$ cat config.mk
export PLATFORM = sky130hd
export DESIGN_NAME = mem_arbiter
export DESIGN_NICKNAME = d
export VERILOG_FILES = /design/src/rtl/mem_arbiter.sv
export SDC_FILE = /design/constraint.sdc
export NUM_CORES = 1
export LEC_CHECK = 0
export CAP_MARGIN = 15
export CELL_PAD_IN_SITES_DETAIL_PLACEMENT = 0
export CELL_PAD_IN_SITES_GLOBAL_PLACEMENT = 1
export CORE_MARGIN = 2
export CORE_UTILIZATION = 23
export CTS_CLUSTER_SIZE = 40
export DETAILED_ROUTE_END_ITERATION = 10
export HOLD_SLACK_MARGIN = 0.03
export PLACE_DENSITY_LB_ADDON = 0.12
export SLEW_MARGIN = 20
export SYNTH_ARGS = -nofsm -noshare
export SYNTH_HDL_FRONTEND = slang
export SYNTH_SLANG_ARGS = --single-unit
$ cat constraint.sdc
create_clock -name clk -period 3.5 [get_ports clk]
set_clock_uncertainty 0.1 [all_clocks]
set_input_delay 0.7 -clock clk [delete_from_list [all_inputs] [get_ports clk]]
set_output_delay 0.7 -clock clk [all_outputs]
set_load 0.05 [all_outputs]
$ cat src/rtl/mem_arbiter.sv
// Single-port memory arbiter between instruction fetch and load/store ports.
// Grants are same-cycle; read responses return one cycle later, aligned and extended.
module mem_arbiter #(
    parameter int unsigned ADDR_WIDTH       = 16,
    parameter int unsigned DATA_WIDTH_BYTES = 4
) (
    input  logic                          clk,
    input  logic                          rstL,
    input  logic                          if_req,
    input  logic [ADDR_WIDTH-1:0]         if_addr,
    output logic                          if_gnt,
    output logic                          if_rvalid,
    output logic [DATA_WIDTH_BYTES*8-1:0] if_rdata,
    input  logic                          d_req,
    input  logic                          d_we,
    input  logic [1:0]                    d_size,
    input  logic                          d_unsigned,
    input  logic                          d_lock,
    input  logic [ADDR_WIDTH-1:0]         d_addr,
    input  logic [DATA_WIDTH_BYTES*8-1:0] d_wdata,
    output logic                          d_gnt,
    output logic                          d_err,
    output logic                          d_rvalid,
    output logic [DATA_WIDTH_BYTES*8-1:0] d_rdata,
    output logic [ADDR_WIDTH-1:0]         mem_addr,
    output logic [DATA_WIDTH_BYTES-1:0]   mem_wenableL,
    output logic [DATA_WIDTH_BYTES*8-1:0] mem_w,
    input  logic [DATA_WIDTH_BYTES*8-1:0] mem_r
);
    localparam int unsigned LANES = DATA_WIDTH_BYTES;
    localparam int unsigned DW    = DATA_WIDTH_BYTES * 8;

    typedef enum logic [1:0] {TAG_NONE, TAG_FETCH, TAG_LOAD, TAG_STORE} tag_t;

    logic                  last_grant_d;
    logic                  lock_held;
    tag_t                  rsp_tag;
    logic [1:0]            rsp_off;
    logic [1:0]            rsp_size;
    logic                  rsp_uns;
    logic [ADDR_WIDTH-1:0] addr_q;

    logic                  d_bad;
    logic                  d_ok;
    logic [LANES-1:0]      lane_mask;
    logic [DW-1:0]         rd_shift;
    logic [DW-1:0]         rd_ext;

    always_comb begin
        d_bad = (d_size == 2'd3)
             || ((d_size == 2'd1) && d_addr[0])
             || ((d_size == 2'd2) && (d_addr[1:0] != 2'b00));
        d_ok  = d_req && !d_bad;
    end

    // Arbitration: lock gives data exclusive ownership, otherwise round-robin on ties.
    always_comb begin
        if_gnt = 1'b0;
        d_gnt  = 1'b0;
        if (rstL) begin
            if (lock_held) begin
                d_gnt = d_ok;
            end else begin
                if_gnt = if_req && (!d_ok || last_grant_d);
                d_gnt  = d_ok && !if_gnt;
            end
        end
    end

    assign d_err = rstL && d_req && d_bad;

    always_comb begin
        case (d_size)
            2'd0:    lane_mask = LANES'(4'b0001) << d_addr[1:0];
            2'd1:    lane_mask = LANES'(4'b0011) << d_addr[1:0];
            default: lane_mask = LANES'(4'b1111);
        endcase
    end

    // Memory drive: winner address in the grant cycle, otherwise the last address presented.
    always_comb begin
        mem_addr     = addr_q;
        mem_wenableL = '1;
        mem_w        = '0;
        if (!rstL) begin
            mem_addr = '0;
        end else if (if_gnt) begin
            mem_addr = if_addr & ~ADDR_WIDTH'(3);
        end else if (d_gnt) begin
            mem_addr = d_addr & ~ADDR_WIDTH'(3);
            if (d_we) begin
                mem_wenableL = ~lane_mask;
                mem_w        = d_wdata << {d_addr[1:0], 3'b000};
            end
        end
    end

    always_ff @(posedge clk) begin
        if (!rstL) begin
            last_grant_d <= 1'b1;
            lock_held    <= 1'b0;
            rsp_tag      <= TAG_NONE;
            rsp_off      <= 2'b00;
            rsp_size     <= 2'b00;
            rsp_uns      <= 1'b0;
            addr_q       <= '0;
        end else begin
            rsp_tag <= TAG_NONE;
            if (if_gnt) begin
                addr_q       <= mem_addr;
                last_grant_d <= 1'b0;
                rsp_tag      <= TAG_FETCH;
            end else if (d_gnt) begin
                addr_q       <= mem_addr;
                last_grant_d <= 1'b1;
                lock_held    <= d_lock;
                rsp_tag      <= d_we ? TAG_STORE : TAG_LOAD;
                rsp_off      <= d_addr[1:0];
                rsp_size     <= d_size;
                rsp_uns      <= d_unsigned;
            end
        end
    end

    // Load return path: shift the addressed bytes down, then extend to full width.
    always_comb begin
        rd_shift = mem_r >> {rsp_off, 3'b000};
        case (rsp_size)
            2'd0:    rd_ext = rsp_uns ? {{(DW-8){1'b0}}, rd_shift[7:0]}
                                      : {{(DW-8){rd_shift[7]}}, rd_shift[7:0]};
            2'd1:    rd_ext = rsp_uns ? {{(DW-16){1'b0}}, rd_shift[15:0]}
                                      : {{(DW-16){rd_shift[15]}}, rd_shift[15:0]};
            default: rd_ext = rd_shift;
        endcase
    end

    assign if_rvalid = rstL && (rsp_tag == TAG_FETCH);
    assign d_rvalid  = rstL && (rsp_tag == TAG_LOAD);
    assign if_rdata  = if_rvalid ? mem_r : '0;
    assign d_rdata   = d_rvalid ? rd_ext : '0;

endmodule

==> flow_summary.ini <==
[worst_setup_path]
cp.depth = 8
crit_arrival_ns = 2.60
critical_path.top_delay_family = buffers and inverters
cp_slowest_cell = clkdlybuf4s50_1
r2r_cells = 4
worstPathRequired_ns = 2.70
path_class = input port to primary output
regToRegEndpoint = addr_q[7]$_SDFFE_PN0P_
r2r-start = lock_held$_SDFFE_PN0P_
startpoint = d_size[0]
worst_path_most_repeated_cell = buf_12
critPathCapture = mem_addr[2]
worstSetupStartpointType = input port
r2r_setup_slack_ns = 1.96
crit_fanout = 15
path_buf_inv = 4
crit_path_max_incr_delay_ns = 0.45
critPathCaptureType = primary output
path_cells = clkdlybuf4s50_1 > buf_4 > or3_1 > a21boi_2 > buf_12 > a31oi_1 > o22ai_1 > buf_12

[placement]
routabilityCongestion = 0.7885
post-dp-hpwl_um = 10190
port_buffers = 223
postPlaceCellArea_sq_um = 6175

[finish]
postLayoutCellArea_sq_um = 6260
final_util_pct = 52.33
fillers = 1096
nets = 723
drive_above_1_share_pct = 27.55
syn_to_final_growth_pct = 123.3
diodes = 0

[power_and_ir_drop]
ir_worst_vdd_mv = 0.1939
power_leakage_uw = 0.002561
p_per_area_nw_per_um2 = 212.9

[detailed_routing]
wl_um = 12650
route.detailed.drc = 0
drtIter0Drc = 149
vias = 3814
wl_per_cell_um = 16.55
antenna_left = 0
drt_first_pass_iters = 4
vias_per_cell = 4.992

[worst_hold_path]
hp-class = register to register
whs_path_depth = 2

[grt]
antenna_found_initial = 0
grt_pass1_vias = 3642
grt_pass1_wl_um = 19820
grt_max_degree = 38
track_usage_pct = 18.63
grt_overflow_total = 0

[synthesis]
mappedNetlistNets = 507
synth_seq_cells = 25
synth_cell_type_count = 38
syn_inst = 402
yosysWarnings = 0
avgSynthCellArea_sq_um = 6.972
syn-cell-area_sq_um = 2803
yosysSeqAreaShare_pct = 17.86

[flow_run]
cap_viol_max_count = 0

[clock_tree]
htree_num_levels = 1
insertion_delay_ns = 0.25
cts_buffer_depth = 2
clkSinkCount = 25
cts_tree = built
cts_setup_buffers = 0
numCtsBuffers = 3
clkTransAtPathRegs_ns = 0.06
cts_root_buf = clkbuf_16

[floorplanning]
die-area_sq_um = 13090
core_sq_um = 11960
initial_utilization_pct = 23.43
io_pins = 226
rows = 40
die_w_um = 114.4
die_h_um = 114.4

[timing]
worstMarginPinSlew_ns = 0.6217
setup_viol = 0
slew_headroom_pct = 58.47
fmax_ghz = 0.2939
slew_viol_final = 0
timing.final.crit_share_pct = 97.21
layout_min_cycle_time_ns = 3.402
hold_violations = 0
rsz0062_at_grt = no
tns_ns = 0

[run_status]
outcome = finished, final reports clean
## through the flow
| step | cells | power, uW | hold slack (ns) | setup WS (ns) |
|---|---|---|---|---|
| floorplan | 402 | 696.2 | 0.3447 | -0.1208 |
| global placement | 760 | 1081 | 0.3719 | 0.07407 |
| detailed placement | 760 | 1091 | 0.3705 | 0.06241 |
| CTS | 764 | 1347 | 0.3835 | 0.04978 |
| global route | 764 | 1406 | 0.4031 | 0.01403 |
| finish | 764 | 1333 | 0.3826 | 0.09764 |
## what timing repair did
action | 4_1_cts | 5_1_grt
resized for setup | 0 | 1
hold buffers | 0 | 0
endpoints found under the setup margin | 0 | 11
## layout by cell type (no fill, tap or decap), types with 9 or more instances in the layout
cell type / instances
clkdlybuf4s50_1: 101
buf_12: 97
buf_4: 52
nand2_1: 33
and2_1: 33
mux2i_1: 31
nor2_1: 30
a211oi_1: 30
o22ai_1: 29
a31oi_1: 28
dfxtp_1: 25
a21oi_1: 24
nor2b_1: 19
o21ai_0: 15
a21o_1: 9
## logic make-up (layout without fill, tap and decap cells)
logic type / Yosys count / after routing / synth area share (%)
buffers and inverters: 43 / 258 / 6.920
flip-flops: 25 / 25 / 17.86
AND/OR/NAND/NOR: 152 / 152 / 28.57
multiplexers: 35 / 35 / 13.08
AO/OA/AOI/OAI: 147 / 147 / 33.57
## metal layers
metal  global-route usage [%]  wire, um
met3                    4.606       987
met1                    23.59      5198
met2                    33.18      6406
met4                    1.463        52
met5                        0         0
## power by group
group | internal [uW] | total (uW) | leakage, uW | switching, uW
combinational | 367 | 758 | 0.00231 | 391
clock | 154 | 251 | 0.0000409 | 97.3
sequential | 311 | 324 | 0.000207 | 13.1
total | 831 | 1330 | 0.00256 | 501
## registers in the layout (all words and copies together) (netlist names)
register / cells
last_grant_d: 1
rsp_uns: 1
addr_q: 16
lock_held: 1
rsp_size: 2
rsp_tag: 2
rsp_off: 2
## how the worst min path moves through the flow
stage / start / to / slack [ns]
after floorplan: rsp_uns$_SDFFE_PN0P_ / rsp_uns$_SDFFE_PN0P_ / 0.34
after global placement: addr_q[0]$_SDFFE_PN0P_ / addr_q[0]$_SDFFE_PN0P_ / 0.37
after detailed placement: addr_q[0]$_SDFFE_PN0P_ / addr_q[0]$_SDFFE_PN0P_ / 0.37
after CTS: lock_held$_SDFFE_PN0P_ / lock_held$_SDFFE_PN0P_ / 0.38
after global routing: addr_q[1]$_SDFFE_PN0P_ / addr_q[1]$_SDFFE_PN0P_ / 0.40
final: lock_held$_SDFFE_PN0P_ / lock_held$_SDFFE_PN0P_ / 0.38
## cell usage after synthesis
cell / number / area share [%]
mux2i_1: 31 / 11
nand2_1: 33 / 4.4
o21bai_1: 1 / 0.27
o21ai_1: 1 / 0.18
o22ai_1: 29 / 6.5
a21boi_2: 1 / 0.40
mux2_2: 3 / 1.2
a211oi_1: 32 / 8.6
buf_6: 3 / 1.2
nor2b_1: 19 / 4.2
inv_1: 3 / 0.40
and3b_1: 2 / 0.63
nand3b_2: 1 / 0.40
o21ai_0: 15 / 2.7
and4_1: 4 / 1.2
nand3_1: 2 / 0.36
dfxtp_1: 25 / 18
a311oi_1: 1 / 0.31
nor2_1: 31 / 4.2
nand2b_1: 3 / 0.67
o31ai_1: 2 / 0.54
and2_1: 33 / 7.4
o21ai_2: 1 / 0.31
o211ai_1: 2 / 0.54
nor3_2: 1 / 0.36
or3_1: 2 / 0.45
mux4_2: 1 / 0.80
o211a_1: 1 / 0.36
and3_1: 8 / 1.8
nor3_1: 10 / 1.8
a21oi_1: 24 / 4.3
buf_1: 5 / 0.67
buf_2: 8 / 1.4
clkbuf_1: 24 / 3.2
nand3b_1: 1 / 0.27
a31oi_1: 28 / 6.3
or2_2: 2 / 0.45
a21o_1: 9 / 2.4
## worst reg2reg max path, stage by stage, from the launching register on
cell and delay [ns]:
dfxtp_1 0.32, nor2b_1 0.16, nand2_1 0.38, a31oi_1 0.36, o22ai_1 0.10
## layout make-up
| type | count | area, sq um | area share, % |
|---|---|---|---|
| Timing Repair Buffer | 251 | 3348 | 53.49 |
| Multi-Input combinational cell | 334 | 2136 | 34.12 |
| Sequential cell | 25 | 500.5 | 7.995 |
| Tap cell | 147 | 183.9 | 2.938 |
| Clock buffer | 3 | 75.07 | 1.199 |
| Inverter | 3 | 11.26 | 0.1799 |
| Clock inverter | 1 | 5.005 | 0.07995 |
(Power assumes the default switching activity.)
